$ cat src/rtl/mmio_timer_pkg.sv
// Shared constants for the memory-mapped timer: register offsets, bit indices, default base.
package timer_pkg;

    // Default window base; must be 32-byte aligned.
    localparam logic [31:0] TMR_BASE = 32'hFFFF_FF00;

    // Word offsets within the window (a[4:2]).
    localparam logic [2:0] TMR_CTRL  = 3'd0;
    localparam logic [2:0] TMR_PRESC = 3'd1;
    localparam logic [2:0] TMR_COUNT = 3'd2;
    localparam logic [2:0] TMR_CMP   = 3'd3;
    localparam logic [2:0] TMR_STAT  = 3'd4;

    // CTRL bit indices.
    localparam int unsigned CTRL_EN = 0;
    localparam int unsigned CTRL_AR = 1;
    localparam int unsigned CTRL_IE = 2;

    // STATUS bit indices.
    localparam int unsigned STAT_MATCH = 0;
    localparam int unsigned STAT_OVF   = 1;

    // True when addr falls inside the 32-byte window starting at base.
    function automatic logic in_window(input logic [31:0] addr, input logic [31:0] base);
        return addr[31:5] == base[31:5];
    endfunction

endpackage

$ cat src/rtl/mmio_timer_if.sv
// Data-memory style bus shared by the processor and the timer responder.
interface mmio_timer_if;
    logic        we;
    logic [31:0] a;
    logic [31:0] wd;
    logic [31:0] rd;
    logic        hit;

    modport master (output we, output a, output wd, input rd, input hit);
    modport slave  (input we, input a, input wd, output rd, output hit);
endinterface

$ cat src/rtl/mmio_timer_tick_gen.sv
// Prescaler: emits a one-cycle tick every (presc + 1) enabled cycles.
module tick_gen #(
    parameter int unsigned PRESC_W = 16
) (
    input  logic               clk_i,
    input  logic               reset_i,
    input  logic               en_i,
    input  logic               clr_i,
    input  logic [PRESC_W-1:0] presc_i,
    output logic               tick_o
);

    logic [PRESC_W-1:0] pcnt_q, pcnt_d;

    // Tick uses the current (pre-write) enable and prescale values.
    assign tick_o = en_i && (pcnt_q == presc_i);

    // Next prescale count; a CTRL/PRESCALE write restarts the interval.
    always_comb begin
        pcnt_d = pcnt_q;
        if (en_i) begin
            pcnt_d = tick_o ? '0 : pcnt_q + PRESC_W'(1);
        end
        if (clr_i) begin
            pcnt_d = '0;
        end
    end

    // Prescale count register with synchronous reset.
    always_ff @(posedge clk_i) begin
        if (reset_i) begin
            pcnt_q <= '0;
        end else begin
            pcnt_q <= pcnt_d;
        end
    end

endmodule

$ cat src/rtl/mmio_timer.sv
// Memory-mapped timer: register file, prescaled counter with compare/overflow, level irq.
module mmio_timer
    import timer_pkg::*;
#(
    parameter logic [31:0] BASE    = TMR_BASE,
    parameter int unsigned PRESC_W = 16
) (
    input  logic         clk_i,
    input  logic         reset_i,
    mmio_timer_if.slave  bus,
    output logic         irq_o
);

    logic [2:0]         ctrl_q, ctrl_d;
    logic [PRESC_W-1:0] presc_q, presc_d;
    logic [31:0]        count_q, count_d;
    logic [31:0]        cmp_q, cmp_d;
    logic [1:0]         stat_q, stat_d;

    logic       hit;
    logic       wr;
    logic [2:0] off;
    logic       tick;
    logic       unused_addr;

    assign hit         = in_window(bus.a, BASE);
    assign bus.hit     = hit;
    assign wr          = bus.we & hit;
    assign off         = bus.a[4:2];
    assign unused_addr = ^bus.a[1:0];

    tick_gen #(
        .PRESC_W (PRESC_W)
    ) u_tick_gen (
        .clk_i   (clk_i),
        .reset_i (reset_i),
        .en_i    (ctrl_q[CTRL_EN]),
        .clr_i   (wr && (off == TMR_CTRL || off == TMR_PRESC)),
        .presc_i (presc_q),
        .tick_o  (tick)
    );

    // Next-state: counter/flag update on tick, then software writes on top.
    always_comb begin
        logic [1:0] set;
        logic [1:0] clr;

        ctrl_d  = ctrl_q;
        presc_d = presc_q;
        count_d = count_q;
        cmp_d   = cmp_q;
        set     = '0;
        clr     = '0;

        if (tick) begin
            if (count_q == cmp_q) begin
                set[STAT_MATCH] = 1'b1;
                if (ctrl_q[CTRL_AR]) begin
                    count_d = '0;
                end else begin
                    count_d       = count_q + 32'd1;
                    // Compare at all-ones without reload also wraps.
                    set[STAT_OVF] = (count_q == 32'hFFFF_FFFF);
                end
            end else if (count_q == 32'hFFFF_FFFF) begin
                count_d       = '0;
                set[STAT_OVF] = 1'b1;
            end else begin
                count_d = count_q + 32'd1;
            end
        end

        if (wr) begin
            case (off)
                TMR_CTRL:  ctrl_d  = bus.wd[2:0];
                TMR_PRESC: presc_d = bus.wd[PRESC_W-1:0];
                TMR_COUNT: count_d = bus.wd;
                TMR_CMP:   cmp_d   = bus.wd;
                TMR_STAT:  clr     = bus.wd[1:0];
                default:   ;
            endcase
        end

        // Hardware set wins over a same-cycle write-1-to-clear.
        stat_d = (stat_q & ~clr) | set;
    end

    // Register file with synchronous reset.
    always_ff @(posedge clk_i) begin
        if (reset_i) begin
            ctrl_q  <= '0;
            presc_q <= '0;
            count_q <= '0;
            cmp_q   <= '0;
            stat_q  <= '0;
        end else begin
            ctrl_q  <= ctrl_d;
            presc_q <= presc_d;
            count_q <= count_d;
            cmp_q   <= cmp_d;
            stat_q  <= stat_d;
        end
    end

    // Zero-latency read mux; 0 outside the window and for reserved offsets.
    always_comb begin
        bus.rd = '0;
        if (hit) begin
            case (off)
                TMR_CTRL:  bus.rd = {29'd0, ctrl_q};
                TMR_PRESC: bus.rd = 32'(presc_q);
                TMR_COUNT: bus.rd = count_q;
                TMR_CMP:   bus.rd = cmp_q;
                TMR_STAT:  bus.rd = {30'd0, stat_q};
                default:   bus.rd = '0;
            endcase
        end
    end

    assign irq_o = ctrl_q[CTRL_IE] & (|stat_q);

endmodule

$ cat src/flat_wrapper.sv
// flat-port wrapper written by rule: the top's interface ports become plain ports
module mmio_timer_flat import timer_pkg::*;
#(
    parameter logic [31:0] BASE    = TMR_BASE,
    parameter int unsigned PRESC_W = 16
)
  (clk_i, reset_i, irq_o, bus_we, bus_a, bus_wd, bus_rd, bus_hit);
  mmio_timer_if bus_i ();
  input  logic clk_i;
  input  logic reset_i;
  output logic irq_o;
  input wire logic [$bits(bus_i.we)-1:0] bus_we;
  input wire logic [$bits(bus_i.a)-1:0] bus_a;
  input wire logic [$bits(bus_i.wd)-1:0] bus_wd;
  output wire logic [$bits(bus_i.rd)-1:0] bus_rd;
  output wire logic [$bits(bus_i.hit)-1:0] bus_hit;
  assign bus_i.we = bus_we;
  assign bus_i.a = bus_a;
  assign bus_i.wd = bus_wd;
  assign bus_rd = bus_i.rd;
  assign bus_hit = bus_i.hit;
  mmio_timer #(.BASE(BASE), .PRESC_W(PRESC_W)) u_core (.clk_i(clk_i), .reset_i(reset_i), .bus(bus_i), .irq_o(irq_o));
endmodule
$ cat config.mk
export PLATFORM = sky130hd
export DESIGN_NAME = mmio_timer_flat
export DESIGN_NICKNAME = d
export VERILOG_FILES = /design/src/rtl/mmio_timer_pkg.sv /design/src/rtl/mmio_timer_if.sv /design/src/rtl/mmio_timer_tick_gen.sv /design/src/rtl/mmio_timer.sv /design/src/flat_wrapper.sv
export SDC_FILE = /design/constraint.sdc
export NUM_CORES = 1
export LEC_CHECK = 0
export CORE_MARGIN = 8
export CORE_UTILIZATION = 42
export CTS_CLUSTER_DIAMETER = 40
export CTS_CLUSTER_SIZE = 30
export DETAILED_ROUTE_END_ITERATION = 8
export DONT_BUFFER_PORTS = 1
export HOLD_SLACK_MARGIN = 0.05
export PLACE_DENSITY = 0.56
export SLEW_MARGIN = 15
export SYNTH_ARGS = -nofsm -noshare
export SYNTH_HDL_FRONTEND = slang
export SYNTH_SLANG_ARGS = --single-unit
$ cat constraint.sdc
create_clock -name clk_i -period 4.8 [get_ports clk_i]
set_input_delay 0.96 -clock clk_i [delete_from_list [all_inputs] [get_ports clk_i]]
set_output_delay 0.96 -clock clk_i [all_outputs]
set_load 0.05 [all_outputs]
==> impl_metrics.py <==
metrics = {
    "cells_and_area": {
        "area_growth_pct": 9.78,
        "n_fill_cell": 1436,
        "fin_nets": 818,
        "drive_gt1_frac": 0.138,
        "n_antenna_cell": 0,
    },
    "setup_path": {
        "path_common_cell": "nand2_1",
        "critPathSlowestCell": "nand2_1",
        "reg2reg_slack_ps": 1780,
        "crit_arrival_ps": 3120,
        "cp.required_ps": 3840,
        "path_max_fanout": 19,
        "startpoint_type": "input port",
        "criticalPathCategory": "input port to output port",
        "crit_chain": "nand4bb_1 -> nor4_1 -> nand2_1 -> inv_1 -> nand2_1 -> nor2_1 -> buf_4",
        "slowest_delay_ps": 540,
        "endpoint_kind": "output port",
    },
    "yosys": {
        "yosys.area.top_type_share": 0.342,
        "synthTopCellsByArea": "dfxtp_1, xor2_1, nand2_1, xnor2_1, nor2_1",
        "async_flop_share": 0,
        "syn_area_per_cell_sq_um": 7.92,
        "ys_top_cells_by_count": "nand2_1, dfxtp_1, nor2_1",
        "syn-instance-count": 747,
        "yosys.area.top_type": "dfxtp_1",
        "syn_area_sq_mm": 0.00591,
        "syn_nets": 816,
        "seq_area_frac_synth": 0.342,
        "synth.distinct_cells": 53,
        "ys_warn_count": 0,
        "synth_ff_type": "dfxtp_1",
        "ys_seq_elements": 101,
        "synth_edf_count": 0,
        "yosysMostFrequentCell": "nand2_1",
    },
    "sta": {
        "min_period_ps": 4080,
        "max-slew-margin-rel": 0.391,
        "timing_worst_slew_pin_value_ps": 911,
        "finalWorstSetupSlack_ps": 723,
        "fin_skew_ps": 7.47,
        "hold_viol": 0,
        "period_share": 0.849,
        "rsz0062_at_grt": "false",
        "fin_setup_tns_ps": 0,
        "setup_viol": 0,
        "drv_slew": 0,
        "clock.fmax_mhz": 245,
    },
    "clock_network": {
        "cts_tree": "built",
        "cts.reportedPaths.clkPinSlew_ps": 60,
        "clockRootBuffer": "clkbuf_16",
        "cts_setup_buffers": 0,
        "cts_max_path_buffers": 2,
        "clk_latency_ps": 350,
        "cts_buffers": 9,
        "htree_num_levels": 3,
        "cts_resized": 0,
        "cts.sink_count": 101,
        "cts_hold_buf": 0,
    },
    "global_routing": {
        "grtUsageTotal": 0.197,
        "grt_pass1_vias": 5349,
        "antenna_found_initial": 0,
        "gr-total-overflow": 0,
        "grt_pass1_wl_microns": 28700,
        "grt_max_degree": 59,
    },
    "routing": {
        "drt_first_pass_iters": 5,
        "num_vias": 5336,
        "drt_iter0_markers": 295,
        "drc": 0,
        "ant_nets": 0,
        "wirelength_microns": 17700,
        "wl_per_cell_microns": 19.0,
        "vias_per_cell": 5.72,
    },
    "flow_run": {
        "maxCapViolations": 0,
    },
    "worst_hold_path": {
        "hold_class": "register to register",
    },
    "floorplanning": {
        "die_h_microns": 135,
        "core_sq_mm": 0.0138,
        "dieWidth_microns": 135,
        "row_count": 43,
        "io_pins": 101,
        "die_area_sq_mm": 0.0181,
        "start_util": 0.428,
    },
    "placement": {
        "dpl.hpwl_microns": 12900,
        "gp_congestion": 0.830,
        "io_buffer_count": 0,
        "post-place-ws_ps": 722,
    },
    "power_and_ir_drop": {
        "p_leak_nw": 2.29,
        "power_density_mw_per_mm2": 237,
        "ir_drop_mv": 0.121,
        "finalPower_w": 0.00154,
    },
    "status": {
        "status": "complete, no violations",
    },
}
## cell families after synthesis
kind of cell,synth area share
buf+inv,0.0432
fa+ha+maj,0.00423
xor+xnor,0.138
flops,0.342
compound gates,0.146
mux,0.0347
simple gates,0.293
## per-stage QoR
stage	area [sq um]	util	hold WS, ps	instances
3_5_place_dp	6230	0.451	464	918
6_report	6490	0.469	470	933
3_3_place_gp	6230	0.451	456	918
5_1_grt	6490	0.469	492	933
2_1_floorplan	5910	-	453	747
4_1_cts	6490	0.469	472	933
## worst max-delay path, delay by kind of cell
family	cells	cell delay, ps
buf+inv	2	610
simple gates	5	1540
## sequential cells by signal, indices dropped and copies added (netlist names)
register                  flops
u_core.presc_q               16
u_core.u_tick_gen.pcnt_q     16
u_core.cmp_q                 32
u_core.ctrl_q                 3
u_core.stat_q                 2
u_core.count_q               32
## final timing paths
path,startpoint,end,cells after the start
min,u_core.cmp_q[9],u_core.cmp_q[9],2
max,bus_a[7],bus_rd[16],7
min reg2reg,u_core.cmp_q[9],u_core.cmp_q[9],2
max reg2reg,u_core.count_q[17],u_core.count_q[4],7
## routing by layer
metal  wire length, microns  up-vias  track usage
met5                      0        -            0
met4                    337        0       0.0705
met3                   1320       19       0.0487
met2                   8250      144        0.321
met1                   7810     2552        0.248
li1                       -     2621            -
## final cells by class
type	count	area [sq um]	share of cell area
Multi-Input combinational cell	589	3650	0.562
Sequential cell	101	2020	0.311
Timing Repair Buffer	41	308	0.0474
Clock buffer	13	250	0.0386
Tap cell	180	225	0.0347
Inverter	7	26.3	0.00405
Clock inverter	2	10.0	0.00154
## where the power goes
| group | switching (W) | leakage (nW) | total (W) | internal (W) |
|---|---|---|---|---|
| sequential | 0.000000000000706 | 0.813 | 0.000837 | 0.000837 |
| combinational | 0.0000162 | 1.34 | 0.0000254 | 0.00000920 |
| clock | 0.000316 | 0.129 | 0.000678 | 0.000362 |
| total | 0.000332 | 2.29 | 0.00154 | 0.00121 |
## placed cells by master (no fill, tap or decap), types with 5 or more instances in the layout
cell,count
nand2b_1,6
nand3_1,20
xor2_1,64
xnor2_1,29
a21oi_1,42
nand2_1,135
nand2_2,10
a22oi_1,29
nand4_1,38
o31ai_1,31
mux2_2,12
nor2_1,65
or2_2,5
inv_1,7
nor4_1,17
dfxtp_1,101
mux2i_1,7
buf_4,41
a21oi_2,11
nor3_1,20
clkbuf_16,9
No activity file was read; power rests on OpenSTA's default activity.
